### config.mk
export PLATFORM = sky130hd
export DESIGN_NAME = rf_write_arbiter
export DESIGN_NICKNAME = d
export VERILOG_FILES = /design/src/rtl/rf_write_arbiter.sv
export SDC_FILE = /design/constraint.sdc
export NUM_CORES = 1
export LEC_CHECK = 0
export CELL_PAD_IN_SITES_DETAIL_PLACEMENT = 0
export CELL_PAD_IN_SITES_GLOBAL_PLACEMENT = 1
export CORE_MARGIN = 2
export CORE_UTILIZATION = 32
export CTS_BUF_LIST = sky130_fd_sc_hd__clkbuf_2
export DETAILED_ROUTE_END_ITERATION = 8
export GPL_TIMING_DRIVEN = 0
export MAX_ROUTING_LAYER = met4
export PLACE_DENSITY_LB_ADDON = 0.1
export SKIP_LAST_GASP = 1
export SYNTH_ARGS = -nofsm -noshare
export SYNTH_HDL_FRONTEND = slang
export SYNTH_SLANG_ARGS = --single-unit
### constraint.sdc
create_clock -name clk_i -period 2.5 [get_ports clk_i]
set_clock_uncertainty 0.1 [all_clocks]
set_input_delay 0.25 -clock clk_i [delete_from_list [all_inputs] [get_ports clk_i]]
set_output_delay 0.25 -clock clk_i [all_outputs]
set_load 0.05 [all_outputs]
### src/rtl/rf_write_arbiter.sv
// Round-robin arbiter for the register file write port, with a pending-write
// scoreboard that flags read-after-write hazards on the two read addresses.
module rf_write_arbiter #(
  parameter int unsigned F    = 5,
  parameter int unsigned D    = 32,
  parameter int unsigned NREQ = 2
) (
  input  logic              clk_i,
  input  logic              reset_i,
  input  logic [NREQ-1:0]   req_valid_i,
  output logic [NREQ-1:0]   req_ready_o,
  input  logic [NREQ*F-1:0] req_addr_i,
  input  logic [NREQ*D-1:0] req_data_i,
  input  logic              rsv_valid_i,
  input  logic [F-1:0]      rsv_addr_i,
  input  logic [F-1:0]      ra1_i,
  input  logic [F-1:0]      ra2_i,
  output logic              busy1_o,
  output logic              busy2_o,
  output logic [2**F-1:0]   busy_vec_o,
  output logic              rsv_conflict_o,
  output logic              we3_o,
  output logic [F-1:0]      wa3_o,
  output logic [D-1:0]      wd3_o
);

  localparam int unsigned PW = (NREQ > 1) ? $clog2(NREQ) : 1;

  logic [PW-1:0]     rr_ptr_q, rr_ptr_d;
  logic [NREQ-1:0]   grant;
  logic [PW-1:0]     grant_idx;
  logic              xfer;
  logic [F-1:0]      sel_addr;
  logic [D-1:0]      sel_data;
  logic              we3_q, we3_d;
  logic [F-1:0]      wa3_q, wa3_d;
  logic [D-1:0]      wd3_q, wd3_d;
  logic [2**F-1:0]   pend_q, pend_d;
  logic              conflict_q, conflict_d;
  logic              rsv_set;

  // First valid at or above the pointer wins; otherwise wrap to the lowest valid.
  always_comb begin
    grant     = '0;
    grant_idx = '0;
    xfer      = 1'b0;
    for (int i = 0; i < int'(NREQ); i++) begin
      if (!xfer && req_valid_i[i] && (PW'(i) >= rr_ptr_q)) begin
        xfer      = 1'b1;
        grant[i]  = 1'b1;
        grant_idx = PW'(i);
      end
    end
    for (int i = 0; i < int'(NREQ); i++) begin
      if (!xfer && req_valid_i[i]) begin
        xfer      = 1'b1;
        grant[i]  = 1'b1;
        grant_idx = PW'(i);
      end
    end
  end

  always_comb begin
    sel_addr = '0;
    sel_data = '0;
    for (int i = 0; i < int'(NREQ); i++) begin
      if (grant[i]) begin
        sel_addr = req_addr_i[i*F +: F];
        sel_data = req_data_i[i*D +: D];
      end
    end
  end

  always_comb begin
    rr_ptr_d = rr_ptr_q;
    if (xfer) begin
      rr_ptr_d = (grant_idx == PW'(NREQ - 1)) ? '0 : grant_idx + PW'(1);
    end
  end

  always_comb begin
    we3_d = 1'b0;
    wa3_d = wa3_q;
    wd3_d = wd3_q;
    if (xfer) begin
      we3_d = (sel_addr != '0);
      wa3_d = sel_addr;
      wd3_d = sel_data;
    end
  end

  // Clear is applied first so a same-edge reservation of the same register wins.
  assign rsv_set = rsv_valid_i && (rsv_addr_i != '0);

  always_comb begin
    pend_d = pend_q;
    if (xfer) begin
      pend_d[sel_addr] = 1'b0;
    end
    if (rsv_set) begin
      pend_d[rsv_addr_i] = 1'b1;
    end
    pend_d[0] = 1'b0;
  end

  assign conflict_d = rsv_set && pend_q[rsv_addr_i];

  always_ff @(posedge clk_i or posedge reset_i) begin
    if (reset_i) begin
      rr_ptr_q   <= '0;
      we3_q      <= 1'b0;
      wa3_q      <= '0;
      wd3_q      <= '0;
      pend_q     <= '0;
      conflict_q <= 1'b0;
    end else begin
      rr_ptr_q   <= rr_ptr_d;
      we3_q      <= we3_d;
      wa3_q      <= wa3_d;
      wd3_q      <= wd3_d;
      pend_q     <= pend_d;
      conflict_q <= conflict_d;
    end
  end

  assign req_ready_o    = grant;
  assign we3_o          = we3_q;
  assign wa3_o          = wa3_q;
  assign wd3_o          = wd3_q;
  assign busy_vec_o     = pend_q;
  assign busy1_o        = pend_q[ra1_i];
  assign busy2_o        = pend_q[ra2_i];
  assign rsv_conflict_o = conflict_q;

endmodule

---- Word level (Yosys, flattened, before mapping) ----
Index checks and enable logic that the tools add are counted.
W data, S select, Z words.
operators by class
  $add $sub $neg .......................... 1
  order comparisons ....................... 8
  mux-type cells .......................... 27
  bitwise gates (word level) .............. 3
  reduce and logical (&&, ||, !) cells .... 14
operators by type and width
  operator               number
  $mux W32               4
  $and A32 B32 Y32       1
  $not A32 Y32           1
  $or A32 B32 Y32        1
  $lt A5 B6 Y1 const B   4
  $mux W1                16
  $bmux W1 S5            3
  $demux W1 S5           2
  $ge A5 B1 Y1 const B   2
  $mux W5                2
  $reduce_bool A5 Y1     2
  $logic_and A1 B1 Y1    9
  $logic_not A1 Y1       3
  $ge A1 B1 Y1 const A   2
  $add A1 B1 Y1 const B  1
word-level totals
  register bits after elaboration ......... 71
  output and inout bits ................... 75

---- Logic depth before layout (Yosys ltp) ----
  word-level depth ........................ 23
  depth in mapped cells ................... 9
  mapped depth without buffers ............ 7

---- Worst setup path before layout ----
OpenSTA, ideal clock, no wires.
  path kind ............................... register to output
  from .................................... register pend_q[29] (netlist: busy_vec_o[29])
  to ...................................... output port busy1_o
  arrival ................................. 1.923 ns
  required time ........................... 2.150 ns
  setup slack ............................. 0.227 ns
  stages on the path, launching flop included .. 4
  path through ............................ dfrtp_1 mux4_1 mux4_2 mux2_4
between the ends
  longest elaborated chain between the ends .. 2
ends and longest elaborated chain
  element                        line  RTL
  from (decl)                    38    logic [2**F-1:0] pend_q, pend_d;
  from (signal assigned)         121   pend_q <= pend_d;
  $bmux W1 S5                    131   assign busy1_o = pend_q[ra1_i];
  $mux W1 (not written as such)  131
  to (decl)                      18    output logic busy1_o,
Every way passes these cells. The select of a mux whose other input is x is not followed.

---- Final worst setup path ----
  from .................................... register pend_q[16] (netlist: busy_vec_o[16])
  to ...................................... output port busy1_o
The elaborated chain is that of the path after synthesis.

==> metrics <==
Die ar.=12900 sq um; area leader, netlist=dfrtp_1; Fmax=367 MHz; Reg2Reg Launch Point=rr_ptr_q; peak supply drop=226 uV; GR met2 Demand/Resource=34.5%; clk_lat worst skew=0.50 ns; layer with the highest usage=met2; Mean Syn Cell Area=10.3 sq um; static leakage=0.00239 uW; ys async rst share=100%; run status=complete, but fails checks; leading cell types by total area after synthesis=dfrtp_1 46%, mux4_1 8.2%, nor2_1 6.4%; syn_nets=468; number of distinct library cells after synthesis=37; final wirelength=between 10000 and 15000 microns; RSZ-0062 raised after global routing=true; CP Cell Sequence=mux4_2, mux4_2, mux2_4, buf_6; vias in the first global route=4001; Place WS=-0.672 ns; failing checks=negative setup slack; Total Routing Usage GR=between 20% and 30%; Crit path arrival time=2.38 ns; Synth Warn #=0; area share of the largest cell type after synthesis=46.3%; first drt pass iteration count=4; Die H=114 microns; Layout Nets=663; Hold Violations, Final=0; crit path max fanout=4; Req. time, crit path=2.15 ns; Die Wd=114 microns; H-tree depth=3; sequential area share after synthesis=between 40% and 50%; Post-synth EDFFs=0; WS Path Type=register to primary output; Power, Total=4560 uW; Reg2Reg Setup Slack=0.21 ns; Hold Path Class=primary input to register; reg2reg end=busy_vec_o[30]; CP max stage delay=0.50 ns; hold endpoint=wd3_o[24]; row count=40; CTS max path bufs=2; Power Density=771 nW/um^2; Slew @ Worst Pin=between 0.6 and 0.7 ns; M3 GR Usage=6.27%; Via density=5.29; area grow syn2layout=54.0%; Final Setup Violations=2; Worst Hold Depth=3; Cell Area, Synth=3840 sq um; max-slew violations=0; clk sink count=71; Worst Reg-to-Reg Cells=5; Max Cap Viol=0; Final Wtd Congestion=between 0.8 and 0.9; initial drt markers=170; setup ws final=-0.226 ns; register area=between 1500 and 2000 sq um; Core ar.=11900 sq um; #FFs+latches synth=between 70 and 80; Diodes inserted=0; largest net degree at the start of global routing=37; fin crit share=109%; min-delay src=req_data_i[24]; CTS tree=built; met1 usage=26.2%; cells after synthesis=between 300 and 400; Slew headroom=54.0%; fraction of layout instances using a drive strength above 1=14.3%; total gr overflow=0; # DRC=0; initial antenna violation count=0; Setup TNS=-0.449 ns; TritonCTS buffer count=9; Synth Flop Type=dfrtp_1; Worst-path clk slew=0.20 ns; Layout fillers=~1200; Multi-input gate area=1910 sq um; Final HPWL DP=9840 microns; # IOs=169; Root Driver=clkbuf_2; routed via count=between 3000 and 4000; Initial Utilization=32.4%; cell mode on critical path=mux4_2; CP Capture Type=primary output; number of port buffers=around 160; first-pass GRT wire length=20800 microns; Avg WL per Cell=approximately 19 microns; fin crit period=2.73 ns; Final ANT Viol Nets=0; critical path's slowest cell=mux4_2; startpoint types=register
synthesized netlist by cell type, types with 3 or more instances:
master	instances
o21ai_1	20
a32oi_1	3
inv_1	6
dfrtp_1	71
buf_6	4
mux4_1	12
o21ai_0	47
buf_2	3
clkbuf_1	13
nand3b_1	7
nor2_1	65
nand2_1	16
o22ai_1	37
mux2i_1	19
nand2b_1	3
mux4_2	5
a21oi_1	5
nand3_1	7
a31oi_1	3
or3_1	4
power by group:
group / switching (uW) / total [uW] / internal, uW
clock: 416 / 548 / 131
sequential: 234 / 1610 / 1380
combinational: 1420 / 2410 / 986
total: 2070 / 4560 / 2490
through the flow:
stage	hold slack (ns)	cell area [sq um]	std cells	util, %
final	0.191	5920	721	49.9
after global routing	0.112	5920	721	49.9
after CTS	0.128	5880	717	49.6
after detailed placement	0.368	5670	684	47.8
after global placement	0.364	5650	683	47.6
after floorplan	0.277	3840	374	-
cells by family (layout without fill, tap and decap cells):
group | after synthesis | in the layout | synth area share [%]
compound gates | 122 | 122 | 19.1
buf+inv | 29 | 229 | 3.97
flops | 71 | 71 | 46.3
mux | 40 | 40 | 17.5
other cells | 1 | 1 | 0.0976
simple gates | 111 | 111 | 13.1
critical path: cells and delay by family, from the launching register on:
| family | cells | cell delay (ns) |
|---|---|---|
| mux | 3 | 1.25 |
| flops | 1 | 0.46 |
| buf+inv | 1 | 0.15 |
layout make-up:
type                            count  share of cell area, %
Timing Repair Buffer              185                   30.7
Tap cell                          147                   3.11
Buffer                             21                   2.03
Inverter                            7                  0.529
Clock inverter                      5                  0.423
Clock buffer                       11                  0.930
Multi-Input combinational cell    274                   32.2
Sequential cell                    71                   30.1
metal layers:
| metal | vias to the layer above | part of all wire (%) |
|---|---|---|
| li1 | 1786 | - |
| met1 | 1831 | 41 |
| met2 | 177 | 49 |
| met3 | 19 | 8.4 |
| met4 | 0 | 1.8 |
| met5 | - | 0 |
cell usage in the layout, fill, tap and decap left out, types with 3 or more instances in the layout:
cell type | netlist | final
inv_1 | 6 | 5
nand2b_1 | 3 | 3
mux2i_1 | 19 | 19
mux4_1 | 12 | 5
buf_6 | 4 | 6
buf_2 | 3 | 3
o21ai_0 | 47 | 47
clkbuf_1 | 13 | 12
clkinv_2 | 0 | 5
nand3b_1 | 7 | 7
dfrtp_2 | 0 | 4
a31oi_1 | 3 | 3
nand2_1 | 16 | 15
o21ai_1 | 20 | 20
nor2_1 | 65 | 65
buf_4 | 2 | 22
a21oi_1 | 5 | 5
dfrtp_1 | 71 | 67
clkdlybuf4s50_1 | 0 | 158
or3_1 | 4 | 4
nand3_1 | 7 | 6
o22ai_1 | 37 | 37
clkbuf_2 | 0 | 11
mux4_2 | 5 | 12
sequential cells by signal, summed over array words and instances (netlist names):
register,count
wd3_o,32
busy_vec_o,31
wa3_o,5
rr_ptr_q,1
rsv_conflict_o,1
we3_o,1
worst max path at each step:
| stage | slack (ns) | to | startpoint |
|---|---|---|---|
| after CTS | -0.28 | busy2_o | busy_vec_o[16] |
| after global routing | -0.34 | busy2_o | busy_vec_o[16] |
| after floorplan | 0.23 | busy1_o | busy_vec_o[29] |
| final | -0.23 | busy1_o | busy_vec_o[16] |
| after global placement | -1.06 | busy_vec_o[5] | reset_i |
| after detailed placement | -0.67 | busy1_o | ra1_i[2] |
repair_timing:
item,CTS,global route
hold endpoints to repair,36,0
endpoints found under the setup margin,4,5
setup buffers,16,4
hold buffers,2,0
resized for setup,27,6
Note: power is estimated with default switching activity, not from simulation.
